===== src/rtl/hazard_scoreboard_if.sv =====
// Issue/write-back/drain signal bundle between the decode stage and the
// register hazard scoreboard.
interface hazard_scoreboard_if;
  logic       issue_valid;
  logic [2:0] issue_sr1;
  logic [2:0] issue_sr2;
  logic       issue_sr1_used;
  logic       issue_sr2_used;
  logic [2:0] issue_dest;
  logic       issue_writes;
  logic       stall_in;
  logic       wb_valid;
  logic [2:0] wb_reg;
  logic       drain_req;
  logic       hazard_stall;
  logic       issue_fire;
  logic [7:0] pending;
  logic [2:0] inflight;
  logic       drain_done;
  logic       wb_error;

  modport master (
    output issue_valid, issue_sr1, issue_sr2, issue_sr1_used, issue_sr2_used,
           issue_dest, issue_writes, stall_in, wb_valid, wb_reg, drain_req,
    input  hazard_stall, issue_fire, pending, inflight, drain_done, wb_error
  );

  modport slave (
    input  issue_valid, issue_sr1, issue_sr2, issue_sr1_used, issue_sr2_used,
           issue_dest, issue_writes, stall_in, wb_valid, wb_reg, drain_req,
    output hazard_stall, issue_fire, pending, inflight, drain_done, wb_error
  );
endinterface


===== src/rtl/hazard_scoreboard.sv =====
// Per-register pending-write scoreboard with issue stall, in-flight limit
// and a drain sequencer (RUN -> DRAIN -> DONE -> RUN).
module hazard_scoreboard #(
  parameter int MAX_INFLIGHT = 4
) (
  input logic                clk,
  input logic                rst_n,
  hazard_scoreboard_if.slave sb
);

  typedef enum logic [1:0] {
    ST_RUN   = 2'd0,
    ST_DRAIN = 2'd1,
    ST_DONE  = 2'd2
  } state_e;

  localparam logic [2:0] MAX_INF = 3'(MAX_INFLIGHT);

  state_e     state_q, state_d;
  logic [1:0] cnt_q [8];
  logic [1:0] cnt_d [8];
  logic [2:0] inflight_q, inflight_d;
  logic [7:0] pending_q, pending_d;
  logic       wb_error_q, wb_error_d;
  logic       drain_done_q, drain_done_d;

  logic       src_hz, wr_hz, stall, fire, inc, dec;
  logic [7:0] inc_vec, dec_vec;

  // Hazards look only at registered counts: a same-cycle write-back does not clear them.
  assign src_hz = (sb.issue_sr1_used && (cnt_q[sb.issue_sr1] != 2'd0)) ||
                  (sb.issue_sr2_used && (cnt_q[sb.issue_sr2] != 2'd0));
  assign wr_hz  = sb.issue_writes &&
                  ((cnt_q[sb.issue_dest] == 2'd3) || (inflight_q == MAX_INF));
  assign stall  = (state_q != ST_RUN) || sb.stall_in ||
                  (sb.issue_valid && (src_hz || wr_hz));
  assign fire   = sb.issue_valid && !stall;
  assign inc    = fire && sb.issue_writes;
  assign dec    = sb.wb_valid && (cnt_q[sb.wb_reg] != 2'd0);

  assign inc_vec = inc ? (8'd1 << sb.issue_dest) : 8'd0;
  assign dec_vec = dec ? (8'd1 << sb.wb_reg) : 8'd0;

  assign sb.hazard_stall = stall;
  assign sb.issue_fire   = fire;
  assign sb.pending      = pending_q;
  assign sb.inflight     = inflight_q;
  assign sb.drain_done   = drain_done_q;
  assign sb.wb_error     = wb_error_q;

  always_comb begin
    for (int i = 0; i < 8; i++) begin
      cnt_d[i] = cnt_q[i];
      if (inc_vec[i] && !dec_vec[i]) begin
        cnt_d[i] = cnt_q[i] + 2'd1;
      end else if (dec_vec[i] && !inc_vec[i]) begin
        cnt_d[i] = cnt_q[i] - 2'd1;
      end else begin
        cnt_d[i] = cnt_q[i];
      end
      pending_d[i] = (cnt_d[i] != 2'd0);
    end

    inflight_d = inflight_q;
    case ({inc, dec})
      2'b10:   inflight_d = inflight_q + 3'd1;
      2'b01:   inflight_d = inflight_q - 3'd1;
      default: inflight_d = inflight_q;
    endcase

    wb_error_d = wb_error_q || (sb.wb_valid && (cnt_q[sb.wb_reg] == 2'd0));
  end

  always_comb begin
    state_d = state_q;
    case (state_q)
      ST_RUN: begin
        if (sb.drain_req) state_d = ST_DRAIN;
        else              state_d = ST_RUN;
      end
      ST_DRAIN: begin
        if (inflight_q == 3'd0) state_d = ST_DONE;
        else                    state_d = ST_DRAIN;
      end
      ST_DONE: state_d = ST_RUN;
      default: state_d = ST_RUN;
    endcase
    drain_done_d = (state_d == ST_DONE);
  end

  always_ff @(posedge clk or negedge rst_n) begin
    if (!rst_n) begin
      for (int i = 0; i < 8; i++) cnt_q[i] <= 2'd0;
      inflight_q   <= 3'd0;
      pending_q    <= 8'd0;
      state_q      <= ST_RUN;
      wb_error_q   <= 1'b0;
      drain_done_q <= 1'b0;
    end else begin
      for (int i = 0; i < 8; i++) cnt_q[i] <= cnt_d[i];
      inflight_q   <= inflight_d;
      pending_q    <= pending_d;
      state_q      <= state_d;
      wb_error_q   <= wb_error_d;
      drain_done_q <= drain_done_d;
    end
  end

endmodule


===== src/flat_wrapper.sv =====
// flat-port wrapper written by rule: the top's interface ports become plain ports
module hazard_scoreboard_flat 
#(
  parameter int MAX_INFLIGHT = 4
)
  (clk, rst_n, sb_issue_valid, sb_issue_sr1, sb_issue_sr2, sb_issue_sr1_used, sb_issue_sr2_used, sb_issue_dest, sb_issue_writes, sb_stall_in, sb_wb_valid, sb_wb_reg, sb_drain_req, sb_hazard_stall, sb_issue_fire, sb_pending, sb_inflight, sb_drain_done, sb_wb_error);
  hazard_scoreboard_if sb_i ();
  input logic clk;
  input logic rst_n;
  input wire logic [$bits(sb_i.issue_valid)-1:0] sb_issue_valid;
  input wire logic [$bits(sb_i.issue_sr1)-1:0] sb_issue_sr1;
  input wire logic [$bits(sb_i.issue_sr2)-1:0] sb_issue_sr2;
  input wire logic [$bits(sb_i.issue_sr1_used)-1:0] sb_issue_sr1_used;
  input wire logic [$bits(sb_i.issue_sr2_used)-1:0] sb_issue_sr2_used;
  input wire logic [$bits(sb_i.issue_dest)-1:0] sb_issue_dest;
  input wire logic [$bits(sb_i.issue_writes)-1:0] sb_issue_writes;
  input wire logic [$bits(sb_i.stall_in)-1:0] sb_stall_in;
  input wire logic [$bits(sb_i.wb_valid)-1:0] sb_wb_valid;
  input wire logic [$bits(sb_i.wb_reg)-1:0] sb_wb_reg;
  input wire logic [$bits(sb_i.drain_req)-1:0] sb_drain_req;
  output wire logic [$bits(sb_i.hazard_stall)-1:0] sb_hazard_stall;
  output wire logic [$bits(sb_i.issue_fire)-1:0] sb_issue_fire;
  output wire logic [$bits(sb_i.pending)-1:0] sb_pending;
  output wire logic [$bits(sb_i.inflight)-1:0] sb_inflight;
  output wire logic [$bits(sb_i.drain_done)-1:0] sb_drain_done;
  output wire logic [$bits(sb_i.wb_error)-1:0] sb_wb_error;
  assign sb_i.issue_valid = sb_issue_valid;
  assign sb_i.issue_sr1 = sb_issue_sr1;
  assign sb_i.issue_sr2 = sb_issue_sr2;
  assign sb_i.issue_sr1_used = sb_issue_sr1_used;
  assign sb_i.issue_sr2_used = sb_issue_sr2_used;
  assign sb_i.issue_dest = sb_issue_dest;
  assign sb_i.issue_writes = sb_issue_writes;
  assign sb_i.stall_in = sb_stall_in;
  assign sb_i.wb_valid = sb_wb_valid;
  assign sb_i.wb_reg = sb_wb_reg;
  assign sb_i.drain_req = sb_drain_req;
  assign sb_hazard_stall = sb_i.hazard_stall;
  assign sb_issue_fire = sb_i.issue_fire;
  assign sb_pending = sb_i.pending;
  assign sb_inflight = sb_i.inflight;
  assign sb_drain_done = sb_i.drain_done;
  assign sb_wb_error = sb_i.wb_error;
  hazard_scoreboard #(.MAX_INFLIGHT(MAX_INFLIGHT)) u_core (.clk(clk), .rst_n(rst_n), .sb(sb_i));
endmodule

===== config.mk =====
export PLATFORM = sky130hd
export DESIGN_NAME = hazard_scoreboard_flat
export DESIGN_NICKNAME = d
export VERILOG_FILES = /design/src/rtl/hazard_scoreboard_if.sv /design/src/rtl/hazard_scoreboard.sv /design/src/flat_wrapper.sv
export SDC_FILE = /design/constraint.sdc
export NUM_CORES = 1
export LEC_CHECK = 0
export ABC_AREA = 0
export BUFFER_PORTS_ARGS = -buffer_cell sky130_fd_sc_hd__buf_2
export CAP_MARGIN = 0
export CORE_MARGIN = 3
export CORE_UTILIZATION = 35
export CTS_BUF_LIST = sky130_fd_sc_hd__clkbuf_8
export DETAILED_ROUTE_END_ITERATION = 6
export PLACE_DENSITY = 0.54
export SETUP_SLACK_MARGIN = 0.05
export SLEW_MARGIN = 20
export SYNTH_ARGS = -nofsm -noshare
export SYNTH_HDL_FRONTEND = slang
export SYNTH_SLANG_ARGS = --single-unit

===== constraint.sdc =====
create_clock -name clk -period 3.4 [get_ports clk]
set_input_delay 0.68 -clock clk [delete_from_list [all_inputs] [get_ports clk]]
set_output_delay 0.68 -clock clk [all_outputs]
set_load 0.05 [all_outputs]

==> impl_metrics.env, run 1 <==
export IMPL_status="completed"
export IMPL_cap_violations=0
export IMPL_hold_buffers=0
export IMPL_dp_hpwl_microns=3550
export IMPL_cp_end_kind="output port"
export IMPL_syn_nets=229
export IMPL_wl_per_cell_microns=14.7
export IMPL_antenna_found_initial=0
export IMPL_setup_viol=0
export IMPL_htree_num_levels=2
export IMPL_p_leak_uw=0.00103
export IMPL_worst_clock_skew_ns=0.00818
export IMPL_highest_layer="met4"
export IMPL_worstPathCellList="buf_2, and3b_1, a311oi_1, o21ai_0, a21o_1, a211oi_2, and2_1, buf_2"
export IMPL_place_ws_ns=0.216
export IMPL_netlist_instances=206
export IMPL_reg2reg_depth=12
export IMPL_rr_startpoint="u_core.cnt_q[6]"
export IMPL_fin_cells=317
export IMPL_max_slew_margin_rel=0.529
export IMPL_gp_congestion=0.822
export IMPL_cp_start_kind="primary input"
export IMPL_grt_pass1_wl_microns=7900
export IMPL_ant_nets=0
export IMPL_criticalPathCategory="in -> out"
export IMPL_total_power_uw=1630
export IMPL_dpl_cell_area_sq_um=2180
export IMPL_clock_path_buffers=2
export IMPL_dr_wl_met3_microns=353
export IMPL_port_buffers=35
export IMPL_core_area_sq_um=5200
export IMPL_crit_top_cell="buf_2"
export IMPL_clock_sinks=31
export IMPL_yosys_top_cells_count="dfrtp_1, inv_1, nor2_1, nand2_1, nor3_1"
export IMPL_drt_pass1_iter_count=4
export IMPL_synth_seq_area_share=0.402
export IMPL_die_width_microns=80.3
export IMPL_crit_required_ns=2.72
export IMPL_synth_warnings=0
export IMPL_cts_setup_buffers=0
export IMPL_cpPeakStageDelay_ns=0.30
export IMPL_boundaryPins=36
export IMPL_drive_gt1_frac=0.198
export IMPL_slew_violations=0
export IMPL_rrSetupSlack_ns=0.77
export IMPL_drt_iter0_drc=101
export IMPL_rsz0062_at_grt="false"
export IMPL_cts_root_buf="clkbuf_8"
export IMPL_die_y_microns=80.3
export IMPL_setup_ws_ns=0.312
export IMPL_area_growth_pct=17.6
export IMPL_arrival_ns=2.41
export IMPL_syn_avg_cell_area_sq_um=9.37
export IMPL_design_die_area_sq_um=6440
export IMPL_fin_setup_tns_ns=0
export IMPL_path_clk_slew_ns=0.06
export IMPL_wl_met1_microns=2180
export IMPL_min_period_ns=3.09
export IMPL_cp_slowest_cell="a311oi_1"
export IMPL_ys_seq_elements=31
export IMPL_tightestPinTransition_ns=0.706
export IMPL_power_density_nw_per_um2=719
export IMPL_met2_length_microns=2080
export IMPL_synth_top_cells_by_area="dfrtp_1, xnor2_1, xor2_1, inv_1, nor3_1"
export IMPL_viasPerCell=5.30
export IMPL_diodes=0
export IMPL_ir_worst_vdd_mv=0.479
export IMPL_grt_max_degree=32
export IMPL_wirelength_microns=4650
export IMPL_ys_flop_type="dfrtp_1"
export IMPL_num_vias=1681
export IMPL_max_freq_mhz=324
export IMPL_overflow=0
export IMPL_hp_class="in -> async"
export IMPL_worst_path_max_fanout=8
export IMPL_num_fill_cells=530
export IMPL_synth_top_area_share=0.402
export IMPL_yosysMostFrequentCell="dfrtp_1"
export IMPL_hold_viol_final=0
export IMPL_post_route_drc_count=0
export IMPL_numCtsBuffers=5
export IMPL_nNetsFinal=269
export IMPL_reg2reg_to="u_core.sb.inflight[2]"
export IMPL_async_flop_share=1.00
export IMPL_synth_cell_types=49
export IMPL_initial_utilization=0.371
export IMPL_yosys_area_top_type="dfrtp_1"
export IMPL_synth_edf_count=0
export IMPL_dp_cells=309
export IMPL_final_cell_area_sq_um=2270
export IMPL_min_period_over_period=0.908
export IMPL_grtUsageTotal=0.160
export IMPL_cts_tree="yes"
export IMPL_grt_pass1_vias=1595
export IMPL_row_count=26
export IMPL_clkLatencyLatePin_ns=0.28
export IMPL_synth_area_sq_um=1930
[how the worst max path moves through the flow]
stage / from / to / slack (ns) / cells after the start
2_1_floorplan: sb_issue_dest[0] / sb_hazard_stall / 0.07 / 6
3_3_place_gp: sb_issue_dest[1] / sb_issue_fire / 0.26 / 8
3_5_place_dp: sb_issue_dest[1] / sb_issue_fire / 0.22 / 8
4_1_cts: sb_issue_dest[1] / sb_issue_fire / 0.20 / 8
5_1_grt: sb_issue_dest[1] / sb_issue_fire / 0.1 / 8
6_report: sb_issue_dest[1] / sb_issue_fire / 0.31 / 8
[per-stage QoR]
step	hold WS [ns]	util
floorplan	0.384	-
global placement	0.461	0.419
detailed placement	0.461	0.419
CTS	0.479	0.435
global route	0.499	0.436
finish	0.445	0.436
[registers in the layout (all words and copies together) (netlist names)]
name / flops
u_core.cnt_q: 16
u_core.sb.pending: 8
u_core.sb.inflight: 3
u_core.state_q: 2
u_core.sb.drain_done: 1
u_core.sb.wb_error: 1
[cells in the final DEF, fill, tap and decap left out, drive strengths merged, types with 2 or more instances in the layout]
cell type	synthesis	routed
a32o	2	2
a21o	2	2
a31oi	2	2
xnor2	9	9
xor2	8	8
and2	6	6
a311oi	3	3
nor3	12	12
nor4	4	4
a211oi	4	4
nor2	14	14
nand3	5	5
o221ai	3	3
nand3b	2	2
o21ai	10	10
o21a	3	3
inv	15	17
o211ai	3	3
o22a	2	2
or3	5	5
or4	4	4
or2	2	2
nor2b	2	2
buf	3	36
a21oi	5	5
clkbuf	0	5
nor3b	5	5
nor4b	4	4
nand2	12	12
and3b	4	4
o21bai	7	7
dfrtp	31	31
nand2b	3	3
[critical path, delay by kind of cell]
| kind | cells | cell delay, ns |
|---|---|---|
| buffers and inverters | 2 | 0.42 |
| AND/OR/NAND/NOR | 2 | 0.36 |
| AO/OA/AOI/OAI | 4 | 0.95 |
[cell type report]
class,count,area (sq um),area share
well taps,70,87.6,0.0386
clock inverters,3,12.5,0.00551
multi-input cells,157,1090,0.478
repair buffers,36,183,0.0805
clock buffers,5,68.8,0.0303
flip-flops and latches,31,776,0.342
inverters,15,56.3,0.0248
[logic make-up after synthesis]
kind of cell	synth area share
compound gates	0.190
xor+xnor	0.0771
fa+ha+maj	0.0168
buf+inv	0.0382
flops	0.402
mux	0.00518
simple gates	0.271
[metal layers]
layer / GRT usage / up-vias
li1: - / 836
met2: 0.242 / 43
met4: 0.0456 / 0
met1: 0.228 / 798
met5: 0 / -
met3: 0.0370 / 4
[timing repair]
action                                  4_1_cts  5_1_grt
resized for setup                             0        1
hold endpoints to repair                      0        0
endpoints found under the setup margin        0        1
[power breakdown]
group | total [uW] | switching (uW) | internal, uW
logic | 721 | 478 | 243
registers | 638 | 144 | 494
clock network | 273 | 136 | 137
total | 1630 | 758 | 875
(Power assumes the default switching activity.)
==> run 2: changes to the inputs <==
--- a/config.mk
+++ b/config.mk
@@ -13,6 +13,7 @@
 export CTS_BUF_LIST = sky130_fd_sc_hd__clkbuf_8
 export DETAILED_ROUTE_END_ITERATION = 6
 export PLACE_DENSITY = 0.54
+export REMOVE_ABC_BUFFERS = 1
 export SETUP_SLACK_MARGIN = 0.05
 export SLEW_MARGIN = 20
 export SYNTH_ARGS = -nofsm -noshare
==> run 2 against run 1 <==
Die area unchanged. Core utilization rose by 0.70 points. Via count fell by 0.89%. Cell count unchanged. Total power grew 6.1%. Fmax increased by 0.17%. Sequential share of layout area down 0.54 points. Worst setup slack improved by 0.0051 ns. Flip-flop and latch count is the same. Critical path type unchanged.
==> impl_metrics.env, run 2 (synthesized netlist as in run 1, its figures left out) <==
export IMPL_largest_reg_flops=16
export IMPL_die_y_microns=80.3
export IMPL_worst_clock_skew_ns=0.00531
export IMPL_final_cell_mix="buf_2, dfrtp_1, inv_1"
export IMPL_num_vias=1666
export IMPL_status="completed"
export IMPL_initial_utilization=0.371
export IMPL_cp_start_kind="primary input"
export IMPL_final_common_cell="buf_2"
export IMPL_rsz0062_at_grt="false"
export IMPL_p_leak_uw=0.00104
export IMPL_tightestPinTransition_ns=0.730
export IMPL_cts_setup_buffers=0
export IMPL_clkLatencyLatePin_ns=0.28
export IMPL_port_buffers=35
export IMPL_min_period_ns=3.08
export IMPL_hold_viol_final=0
export IMPL_setup_viol=0
export IMPL_power_density_nw_per_um2=751
export IMPL_grt_pass1_wl_microns=8110
export IMPL_wl_per_cell_microns=14.7
export IMPL_wirelength_microns=4660
export IMPL_dp_hpwl_microns=3550
export IMPL_dr_wl_met3_microns=263
export IMPL_clock_sinks=31
export IMPL_drive_gt1_frac=0.206
export IMPL_drt_iter0_drc=90
export IMPL_cap_violations=0
export IMPL_criticalPathCategory="in -> out"
export IMPL_arrival_ns=2.40
export IMPL_slew_violations=0
export IMPL_diodes=0
export IMPL_die_width_microns=80.3
export IMPL_fin_setup_tns_ns=0
export IMPL_viasPerCell=5.26
export IMPL_grtUsageTotal=0.167
export IMPL_crit_required_ns=2.72
export IMPL_hp_class="in -> async"
export IMPL_regMostFlops="u_core.cnt_q"
export IMPL_ant_nets=0
export IMPL_ir_worst_vdd_mv=0.458
export IMPL_post_route_drc_count=0
export IMPL_numCtsBuffers=5
export IMPL_grt_max_degree=32
export IMPL_hold_slack_ns=0.450
export IMPL_core_area_sq_um=5200
export IMPL_cts_root_buf="clkbuf_8"
export IMPL_row_count=26
export IMPL_design_die_area_sq_um=6440
export IMPL_highest_layer="met4"
export IMPL_met2_length_microns=2060
export IMPL_max_slew_margin_rel=0.509
export IMPL_worst_path_max_fanout=8
export IMPL_drt_pass1_iter_count=4
export IMPL_max_freq_mhz=324
export IMPL_wl_met1_microns=2270
export IMPL_cp_end_kind="output port"
export IMPL_antenna_found_initial=0
export IMPL_clock_path_buffers=2
export IMPL_nNetsFinal=269
export IMPL_regArea_sq_um=776
export IMPL_grt_pass1_vias=1630
export IMPL_num_fill_cells=537
export IMPL_overflow=0
export IMPL_gp_congestion=0.834
export IMPL_htree_num_levels=2
export IMPL_min_period_over_period=0.907
export IMPL_cts_tree="yes"
export IMPL_path_clk_slew_ns=0.07
export IMPL_area_growth_pct=19.4
export IMPL_boundaryPins=36
export IMPL_multiInputGateArea_sq_um=1090
==> run 2: cell count changes in the layout (fill, tap and decap cells not counted) <==
| cell | previous run | this run |
|---|---|---|
| inv_1 | 17 | 15 |
| bufinv_16 | 0 | 1 |
| clkbuf_8 | 5 | 6 |
==> run 2: path summary, 6_finish.rpt <==
path                               startpoint                    end  slack, ns  cells past startpoint
setup / recovery             sb_issue_dest[1]          sb_issue_fire       0.32                      8
hold / removal                          rst_n        u_core.cnt_q[7]       0.45                      1
setup reg to reg              u_core.cnt_q[6]  u_core.sb.inflight[2]       0.77                     12
hold reg to reg            u_core.sb.wb_error     u_core.sb.wb_error       0.47                      1
max in group asynchronous               rst_n   u_core.sb.pending[5]       2.48                      1
min in group clk           u_core.sb.wb_error     u_core.sb.wb_error       0.47                      1
==> run 2: layout make-up <==
class | count | area share
Clock buffer | 6 | 0.0358
Clock inverter | 2 | 0.0152
Inverter | 15 | 0.0244
Multi-Input combinational cell | 157 | 0.471
Sequential cell | 31 | 0.336
Tap cell | 70 | 0.0380
Timing Repair Buffer | 36 | 0.0792
==> run 2: metal layers <==
| layer | global-route usage | vias to the layer above |
|---|---|---|
| met5 | 0 | - |
| met4 | 0.0557 | 0 |
| met3 | 0.0471 | 5 |
| met2 | 0.262 | 42 |
| met1 | 0.222 | 783 |
| li1 | - | 836 |
==> run 2: metrics by stage <==
step | setup WS, ns | cell area, sq um | std cells | util | power, uW
finish | 0.317 | 2310 | 317 | 0.443 | 1730
global route | 0.101 | 2310 | 317 | 0.443 | 1860
CTS | 0.201 | 2300 | 317 | 0.442 | 1760
detailed placement | 0.211 | 2180 | 309 | 0.419 | 1360
global placement | 0.252 | 2180 | 309 | 0.419 | 1370
floorplan | 0.190 | 1910 | 203 | - | 1170
==> run 2: report_power, final <==
| group | switching, uW | internal [uW] |
|---|---|---|
| Clock | 141 | 237 |
| Sequential | 143 | 494 |
| Combinational | 475 | 243 |
| Total | 759 | 974 |
==> run 2: critical path, cell delays in order <==
cell and delay, ns:
buf_2 0.16, and3b_1 0.19, a311oi_1 0.31, o21ai_0 0.17, a21o_1 0.21, a211oi_2 0.27
and2_1 0.16, buf_2 0.25
==> run 2: repair_timing <==
item	CTS	global route
hold buffers	0	0
setup endpoints to repair	0	1
gates resized for setup	0	1
